==> src/rtl/fb_vga_reader.sv <==
// fb_vga_reader: turns VGA 640x480 timing into 2x2-replicated reads of a 320x240 RGB565
// frame buffer and drives RGB444 to the pins, with sync/DE delayed to line up with the pixels.
// Latency: the read strobe is 1 cycle after the input; video, sync and DE are 2+READ_LATENCY
// cycles after the input. No backpressure: the pixel stream is free-running.
//
// Ports:
//   clk, reset            pixel clock, synchronous active-high reset
//   de_in/hsync_in/       incoming VGA timing and pixel coordinates
//   vsync_in/x_in/y_in
//   rEn/rAddr/rData       frame-buffer read port; rData is valid READ_LATENCY cycles after rEn
//   r_out/g_out/b_out     RGB444 video, black outside fetched pixels
//   hsync_out/vsync_out/  timing delayed to match the video
//   de_out
//   frame_done            one-cycle pulse after the last active line of a frame
//   test_mode             only with FB_READER_TEST_PATTERN_EN: 8 vertical colour bars, no reads
//
// Optional build macro: FB_READER_TEST_PATTERN_EN adds test_mode and the colour-bar generator.

module fb_vga_reader #(
  parameter int IMG_WIDTH    = 320,
  parameter int IMG_HEIGHT   = 240,
  parameter int READ_LATENCY = 1,
  parameter bit SYNC_IDLE    = 1'b1
) (
  input  logic        clk,
  input  logic        reset,
  input  logic        de_in,
  input  logic        hsync_in,
  input  logic        vsync_in,
  input  logic [9:0]  x_in,
  input  logic [9:0]  y_in,
  output logic        rEn,
  output logic [16:0] rAddr,
  input  logic [15:0] rData,
`ifdef FB_READER_TEST_PATTERN_EN
  input  logic        test_mode,
`endif
  output logic [3:0]  r_out,
  output logic [3:0]  g_out,
  output logic [3:0]  b_out,
  output logic        hsync_out,
  output logic        vsync_out,
  output logic        de_out,
  output logic        frame_done
);

  // Delay-line depth: the read stage plus the memory latency.
  localparam int          DL        = 1 + READ_LATENCY;
  localparam logic [9:0]  X_LIMIT   = 10'(2 * IMG_WIDTH);
  localparam logic [9:0]  Y_LIMIT   = 10'(2 * IMG_HEIGHT);
  localparam logic [9:0]  Y_LAST    = 10'(2 * IMG_HEIGHT - 1);
  localparam logic [16:0] LINE_STEP = 17'(IMG_WIDTH);

  logic        armed;      // low after reset until de_in has been seen low once
  logic        de_prev;    // gated DE from the previous cycle
  logic [9:0]  last_y;     // row of the most recent active pixel
  logic [16:0] line_base;  // frame-buffer address of the current source line

  logic        eff_de;
  logic        in_range;
  logic        frame_start;
  logic        fetch;
  logic        line_end;
  logic        tm;
  logic [16:0] base_now;

  logic [DL-1:0] de_d;
  logic [DL-1:0] hs_d;
  logic [DL-1:0] vs_d;
  logic [DL-1:0] ren_d;

  // rData bits dropped by the 565 -> 444 truncation.
  logic unused_rdata_bits;
  assign unused_rdata_bits = ^{rData[11], rData[6:5], rData[0]};

`ifdef FB_READER_TEST_PATTERN_EN
  assign tm = test_mode;
`else
  assign tm = 1'b0;
`endif

  always_comb begin
    // Reset mid-line: a partial line is ignored until DE has been seen low.
    eff_de      = de_in & armed;
    in_range    = (x_in < X_LIMIT) & (y_in < Y_LIMIT);
    frame_start = eff_de & (x_in == 10'd0) & (y_in == 10'd0);
    fetch       = eff_de & in_range & ~tm;
    line_end    = de_prev & ~eff_de;
    // The re-seeding pixel itself must already use base 0, since line_base is
    // still one line past the end of the previous frame at that moment.
    base_now    = frame_start ? 17'd0 : line_base;
  end

  // Line tracking and read-address stage.
  always_ff @(posedge clk) begin
    if (reset) begin
      armed      <= 1'b0;
      de_prev    <= 1'b0;
      last_y     <= 10'd0;
      line_base  <= 17'd0;
      rEn        <= 1'b0;
      rAddr      <= 17'd0;
      frame_done <= 1'b0;
    end else begin
      armed   <= armed | ~de_in;
      de_prev <= eff_de;
      if (eff_de) begin
        last_y <= y_in;
      end

      // Each source line is shown on two VGA rows; only the odd row advances.
      if (frame_start) begin
        line_base <= 17'd0;
      end else if (line_end && last_y[0]) begin
        line_base <= line_base + LINE_STEP;
      end

      rEn <= fetch;
      if (fetch) begin
        rAddr <= base_now + {8'd0, x_in[9:1]};
      end

      frame_done <= line_end & (last_y == Y_LAST);
    end
  end

  // Timing delay line. Stage 0 loads alongside rEn, so the last stage lines up
  // with rData.
  always_ff @(posedge clk) begin
    if (reset) begin
      de_d  <= '0;
      ren_d <= '0;
      hs_d  <= {DL{SYNC_IDLE}};
      vs_d  <= {DL{SYNC_IDLE}};
    end else begin
      de_d  <= {de_d[DL-2:0], eff_de};
      ren_d <= {ren_d[DL-2:0], fetch};
      hs_d  <= {hs_d[DL-2:0], hsync_in};
      vs_d  <= {vs_d[DL-2:0], vsync_in};
    end
  end

`ifdef FB_READER_TEST_PATTERN_EN
  logic [9:0]    x_d [DL];
  logic [DL-1:0] tm_d;

  always_ff @(posedge clk) begin
    if (reset) begin
      for (int i = 0; i < DL; i++) begin
        x_d[i] <= 10'd0;
      end
      tm_d <= '0;
    end else begin
      x_d[0] <= x_in;
      for (int i = 1; i < DL; i++) begin
        x_d[i] <= x_d[i-1];
      end
      tm_d <= {tm_d[DL-2:0], tm};
    end
  end

  // Eight bars, 80 VGA columns each.
  function automatic logic [11:0] bar_colour(input logic [9:0] col);
    if (col < 10'd80)       return 12'hFFF;
    else if (col < 10'd160) return 12'hFF0;
    else if (col < 10'd240) return 12'h0FF;
    else if (col < 10'd320) return 12'h0F0;
    else if (col < 10'd400) return 12'hF0F;
    else if (col < 10'd480) return 12'hF00;
    else if (col < 10'd560) return 12'h00F;
    else                    return 12'h000;
  endfunction
`endif

  // Output stage.
  always_ff @(posedge clk) begin
    if (reset) begin
      r_out     <= 4'd0;
      g_out     <= 4'd0;
      b_out     <= 4'd0;
      de_out    <= 1'b0;
      hsync_out <= SYNC_IDLE;
      vsync_out <= SYNC_IDLE;
    end else begin
      de_out    <= de_d[DL-1];
      hsync_out <= hs_d[DL-1];
      vsync_out <= vs_d[DL-1];
      if (ren_d[DL-1]) begin
        r_out <= rData[15:12];
        g_out <= rData[10:7];
        b_out <= rData[4:1];
`ifdef FB_READER_TEST_PATTERN_EN
      end else if (tm_d[DL-1] && de_d[DL-1]) begin
        {r_out, g_out, b_out} <= bar_colour(x_d[DL-1]);
`endif
      end else begin
        r_out <= 4'd0;
        g_out <= 4'd0;
        b_out <= 4'd0;
      end
    end
  end

endmodule

==> config.mk <==
export PLATFORM = sky130hd
export DESIGN_NAME = fb_vga_reader
export DESIGN_NICKNAME = d
export VERILOG_FILES = /design/src/rtl/fb_vga_reader.sv
export SDC_FILE = /design/constraint.sdc
export NUM_CORES = 1
export LEC_CHECK = 0
export CELL_PAD_IN_SITES_DETAIL_PLACEMENT = 0
export CELL_PAD_IN_SITES_GLOBAL_PLACEMENT = 1
export CORE_MARGIN = 2
export CORE_UTILIZATION = 26
export DETAILED_ROUTE_END_ITERATION = 8
export PLACE_DENSITY = 0.61
export SYNTH_ARGS = -nofsm -noshare
export SYNTH_HDL_FRONTEND = slang
export SYNTH_SLANG_ARGS = --single-unit
==> constraint.sdc <==
create_clock -name clk -period 5.6 [get_ports clk]
set_input_delay 0.56 -clock clk [delete_from_list [all_inputs] [get_ports clk]]
set_output_delay 0.56 -clock clk [all_outputs]
set_load 0.005 [all_outputs]
==> impl_metrics.toml, run 1 <==
[synthesis]
synth_edf_count = 0
ys.flop_type = "dfxtp_1"
synth-seq-area-share = 0.505
post-synth-top-area-cell = "dfxtp_1"
yosysWarnings = 0
netlist_top_cells_area = "dfxtp_1 50%, nand2_1 6.3%, a21oi_1 4.4%"
synthTopCellsByCount = "63 x dfxtp_1, 42 x nand2_1, 22 x a21oi_1"
syn_nets = 320
synth.most_common_cell = "dfxtp_1"
ys_async_sr_fraction = 0
syn_area_sq_um = 2500
ys_ff_latch = 63
avgSynthCellArea_sq_um = 9.12
synthCells = 274
yosys.cell_types.count = 41
yosysTopAreaCellShare = 0.505

[setup_path]
worstSetupPathType = "input pin to flip-flop"
required_ns = 5.85
crit_fanout = 11
cp-start-kind = "input pin"
r2r_setup_slack_ns = 2.57
slowest_delay_ns = 0.65
setup.worst_path.end_class = "flip-flop"
reg2reg_depth = 9
cp_slowest_cell = "nor2_1"
critical_path.reg2reg.startpoint = "armed"
crit_chain = "clkdlybuf4s50_1, and3b_1, nand4_1, nor2_1, nor2b_1, ha_1, a211oi_2, and4bb_1, xnor2_1, o31ai_1"
rr_endpoint = "rAddr[15]"
worstPathArrival_ns = 3.66

[detailed_routing]
drtIter0Drc = 55
via_per_inst = 4.37
wl_mm = 6.06
routed.top_layer = "met4"
detail-route-antenna-nets = 0
wl_met3_um = 325
dr_total_vias = 2085
dr.pass1.iters = 4
dr_wl_met2_mm = 2.69
drc = 0
drt-met1-wl_mm = 2.93
wl_per_cell_um = 12.7

[sta]
clock_skew_ns = 0.00555
finalWorstSetupSlack_ns = 2.19
rsz0062_at_grt = "false"
relSlewSlack = 0.482
finalCritPeriodShare = 0.609
setup_viol = 0
final_max_slew_viol_count = 0
whs_ns = 0.408
tightest_slew_ns = 0.774
setup_tns_ns = 0
final.min_clock_period_ns = 3.41
clock.fmax_mhz = 293
final-hold-violation-count = 0

[floorplan]
die_w_um = 102
floorplan.initialDensity = 0.269
rows = 35
die-area_sq_um = 10400
core_sq_um = 9280
io_pins = 75
die_h_um = 102

[grt]
antenna_found_initial = 0
grt_overflow = 0
grt_max_degree = 37
grt.total_usage = 0.122
grt_pass1_vias = 1985
grt_first_pass_wirelength_mm = 9.88

[place]
io_buffers = 70
dp_hpwl_mm = 4.42
routabilityCongestion = 0.695
place_ws_ns = 1.75

[clock_network]
clock_latency_ns = 0.33
h-tree-depth = 3
cts_resized = 0
cts_buffers = 9
ctsHoldBuffers = 0
cts_root_buf = "clkbuf_8"
cts_sinks = 63
cts_buffer_depth = 2
cts_setup_buffers = 0
clk_pin_slew_ns = 0.07
cts_tree = "yes"

[worst_hold_path]
hp-start = "hs_d[1]"
hold_class = "flip-flop to flip-flop"
hold_path_depth = 1
hold-path-endpoint = "hsync_out"

[power_and_ir_drop]
power-per-cell-area_nw_per_um2 = 258
vdd_ir_drop_max_mv = 0.0983
p_total_w = 0.000904
leakage_nw = 1.26

[final_layout]
diodes = 0
layout.nets = 389
layout-drive-gt1-share = 0.0776
area_delta_synth_final_pct = 40.5
fin_util = 0.378

[status]
status = "complete, no violations"

[run]
cap_violations = 0
cell type report:
class                           count  area [sq um]
Clock inverter                      4          45.0
Sequential cell                    63          1260
Clock buffer                       12           145
Tap cell                          129           161
Timing Repair Buffer               73           723
Multi-Input combinational cell    193          1160
Fill cell                         967          5770
Inverter                            3          11.3
worst max path at each step:
stage / startpoint / to / slack [ns] / cells past startpoint
floorplan: x_in[5] / rAddr[16] / 3.02 / 11
detailed placement: y_in[0] / rAddr[15] / 1.75 / 10
global placement: y_in[0] / rAddr[15] / 1.76 / 10
finish: de_in / rAddr[15] / 2.19 / 10
global route: de_in / rAddr[15] / 1.86 / 10
CTS: y_in[0] / rAddr[15] / 2.09 / 10
layout by cell type, fill, tap and decap left out, types with 9 or more instances in the layout:
cell type | Yosys | final
nor2_1 | 13 | 13
xor2_1 | 12 | 12
and2_1 | 16 | 16
a21oi_1 | 22 | 22
clkbuf_8 | 0 | 10
clkdlybuf4s50_1 | 0 | 70
dfxtp_1 | 63 | 63
nand3_1 | 12 | 12
nand2_1 | 42 | 42
nand4_1 | 9 | 9
sequential cells by signal, indices dropped and copies added (netlist names):
register / count
line_base: 11
b_out: 4
r_out: 4
vs_d: 2
hs_d: 2
g_out: 4
vsync_out: 1
armed: 1
ren_d: 2
frame_done: 1
hsync_out: 1
last_y: 10
rAddr: 17
de_out: 1
de_d: 2
stage by stage:
| stage | instance area [sq um] | instances |
|---|---|---|
| 3_5_place_dp | 3320 | 461 |
| 5_1_grt | 3510 | 477 |
| 4_1_cts | 3510 | 477 |
| 6_report | 3510 | 477 |
| 2_1_floorplan | 2500 | 274 |
| 3_3_place_gp | 3320 | 461 |
layer usage:
| layer | up-vias | track usage |
|---|---|---|
| li1 | 1078 | - |
| met1 | 940 | 0.160 |
| met2 | 57 | 0.185 |
| met3 | 10 | 0.0321 |
| met4 | 0 | 0.0615 |
| met5 | - | 0 |
power breakdown:
group | total [W] | leakage (nW) | internal, W | switching, W
logic | 0.0000607 | 0.648 | 0.0000347 | 0.0000260
registers | 0.000459 | 0.510 | 0.000456 | 0.00000379
clock network | 0.000384 | 0.100 | 0.000216 | 0.000168
total | 0.000904 | 1.26 | 0.000706 | 0.000198
critical path: cells and delay by family:
family	cells	cell delay, ns
and+or+nand+nor	5	1.53
AOI/OAI and AO/OA	2	0.59
buffers and inverters	1	0.53
adders and majority gates	1	0.33
xor gates and xnor gates	1	0.12
cells by family after synthesis:
| family | after synthesis | synth area share |
|---|---|---|
| simple gates | 129 | 0.273 |
| compound gates | 42 | 0.104 |
| flops | 63 | 0.505 |
| xor+xnor | 16 | 0.0561 |
| fa+ha+maj | 5 | 0.0280 |
| mux | 1 | 0.00401 |
| buf+inv | 18 | 0.0300 |
No activity file was read; power rests on OpenSTA's default activity.
==> run 2, diff against run 1 <==
clock period = 3.5 ns   (was 5.6 ns; I/O delays follow)
==> impl_metrics.toml, run 2 (synthesized netlist as in run 1, its figures left out) <==
[status]
status = "complete, no violations"

[grt]
grt_first_pass_wirelength_mm = 9.65
grt_overflow = 0
grt_max_degree = 26
grt_pass1_vias = 1981
grt.total_usage = 0.122
antenna_found_initial = 0

[detailed_routing]
dr.pass1.iters = 4
detail-route-antenna-nets = 0
drtIter0Drc = 78
wl_mm = 5.99
dr_total_vias = 2094
routed.top_layer = "met4"
via_per_inst = 4.38
drt-met1-wl_mm = 3.01
wl_met3_um = 300
dr_wl_met2_mm = 2.56
wl_per_cell_um = 12.5
drc = 0

[clock_network]
clock_latency_ns = 0.34
cts_tree = "yes"
h-tree-depth = 3
cts_buffers = 9
cts_setup_buffers = 0
cts_buffer_depth = 2
ctsHoldBuffers = 0
clk_pin_slew_ns = 0.07
cts_resized = 0
cts_sinks = 63
cts_root_buf = "clkbuf_8"

[power_and_ir_drop]
p_sw_w = 0.000324
p_seq_frac = 0.524
power-per-cell-area_nw_per_um2 = 400
vdd_ir_drop_max_mv = 0.132
leakage_nw = 1.25
internal_power_w = 0.00108
power_frac_comb = 0.069
swShare = 0.231
clkPwrFrac = 0.407

[final_layout]
num-fill-cells = 965
layout_common_cells = "70 x clkdlybuf4s50_1, 63 x dfxtp_1, 42 x nand2_1, 22 x a21oi_1, 16 x and2_1"
area_delta_synth_final_pct = 40.2
top_register = "rAddr"
layout-drive-gt1-share = 0.0802
largest_reg_flops = 17
top_regs = "rAddr (17), line_base (11), last_y (10)"
register_area_sq_um = 1260
layout_commonest_cell = "clkdlybuf4s50_1"
diodes = 0
layout.nets = 390
multi_input_area_sq_um = 1160
layout.cells.non_filler = 478

[sta]
finalCritPeriodShare = 0.793
final.min_clock_period_ns = 2.78
setup_tns_ns = 0
setup_viol = 0
clock.fmax_mhz = 360
rsz0062_at_grt = "false"
final-hold-violation-count = 0
final_max_slew_viol_count = 0
tightest_slew_ns = 0.574
clock_skew_ns = 0.00832
relSlewSlack = 0.617
finalWorstSetupSlack_ns = 0.725

[setup_path]
worst-path-stages = 10
slowest_delay_ns = 0.46
cp-start-kind = "input pin"
required_ns = 3.76
crit_fanout = 6
crit_chain = "clkdlybuf4s50_1, nor4_1, nand2_1, nor2_1, nor2b_1, ha_1, a211oi_2, or3_1, or4_1, o211ai_2"
cp_slowest_cell = "nor4_1"
worstPathArrival_ns = 3.04
r2r_setup_slack_ns = 0.95
crit_family = "simple AND/OR/NAND/NOR gates"
setup.worst_path.end_class = "flip-flop"
worstSetupPathType = "input pin to flip-flop"
critical_path.reg2reg.startpoint = "armed"
crit_buf_inv = 1
rr_endpoint = "rAddr[9]"
reg2reg_depth = 9

[floorplan]
die_h_um = 102
die-area_sq_um = 10400
rows = 35
floorplan.initialDensity = 0.269
core_sq_um = 9280
die_w_um = 102
io_pins = 75

[worst_hold_path]
hold-path-endpoint = "hs_d[1]"
hold_class = "flip-flop to flip-flop"
hold_path_depth = 1
hp-start = "hs_d[0]"

[place]
place_ws_ns = 0.361
io_buffers = 70
dp.cells = 462
routabilityCongestion = 0.714
dp_hpwl_mm = 4.37

[run]
cap_violations = 0
[run 2: changes by cell type in the layout (fill, tap and decap cells not counted), sizes merged]
cell | before | now
buf | 3 | 4
bufinv | 1 | 0
clkbuf | 12 | 13
clkinv | 4 | 3
clkinvlp | 0 | 1
[run 2: worst max path at each step]
stage / from / to / slack [ns]
global route: y_in[0] / rAddr[9] / 0.51
detailed placement: y_in[0] / rAddr[16] / 0.36
CTS: y_in[0] / rAddr[15] / 0.73
finish: y_in[0] / rAddr[9] / 0.72
global placement: y_in[0] / rAddr[15] / 0.36
floorplan: x_in[5] / rAddr[16] / 1.13
[run 2: cell type report]
cell class              instances  share of cell area
multi-input cells             193               0.332
inverters                       3             0.00321
clock inverters                 3             0.00500
repair buffers                 74               0.209
clock buffers                  13              0.0454
flip-flops and latches         63               0.360
well taps                     129              0.0461
[run 2: power groups by stage]
stage | registers [W] | clock network (W) | logic [W]
after global placement | 0.000751 | 0 | 0.0000984
after CTS | 0.000735 | 0.000594 | 0.0000985
final | 0.000735 | 0.000570 | 0.0000967
after detailed placement | 0.000752 | 0 | 0.0000980
after global routing | 0.000736 | 0.000631 | 0.000107
after floorplan | 0.000750 | 0 | 0.0000348
[run 2: metal layers]
layer  up-vias  global-route usage
met4         0              0.0677
met3        10              0.0315
met5         -                   0
met2        54               0.181
met1       952               0.161
li1       1078                   -
[run 2: worst register-to-register path, stage by stage, from the launching register on]
cell      delay [ns]
dfxtp_1         0.38
and3b_1         0.26
nand4_1         0.19
nor2_1          0.28
nor2b_1         0.12
ha_1            0.30
a211oi_2        0.11
or3_1           0.35
or4_1           0.42
o211ai_2        0.07
[run 2: metrics by stage]
step	hold slack [ns]	total power (W)	utilization	instance area (sq um)
after CTS	0.418	0.00143	0.377	3500
after global placement	0.397	0.000850	0.358	3330
after floorplan	0.389	0.000785	-	2500
final	0.412	0.00140	0.377	3500
after global routing	0.426	0.00147	0.377	3500
after detailed placement	0.396	0.000850	0.358	3330
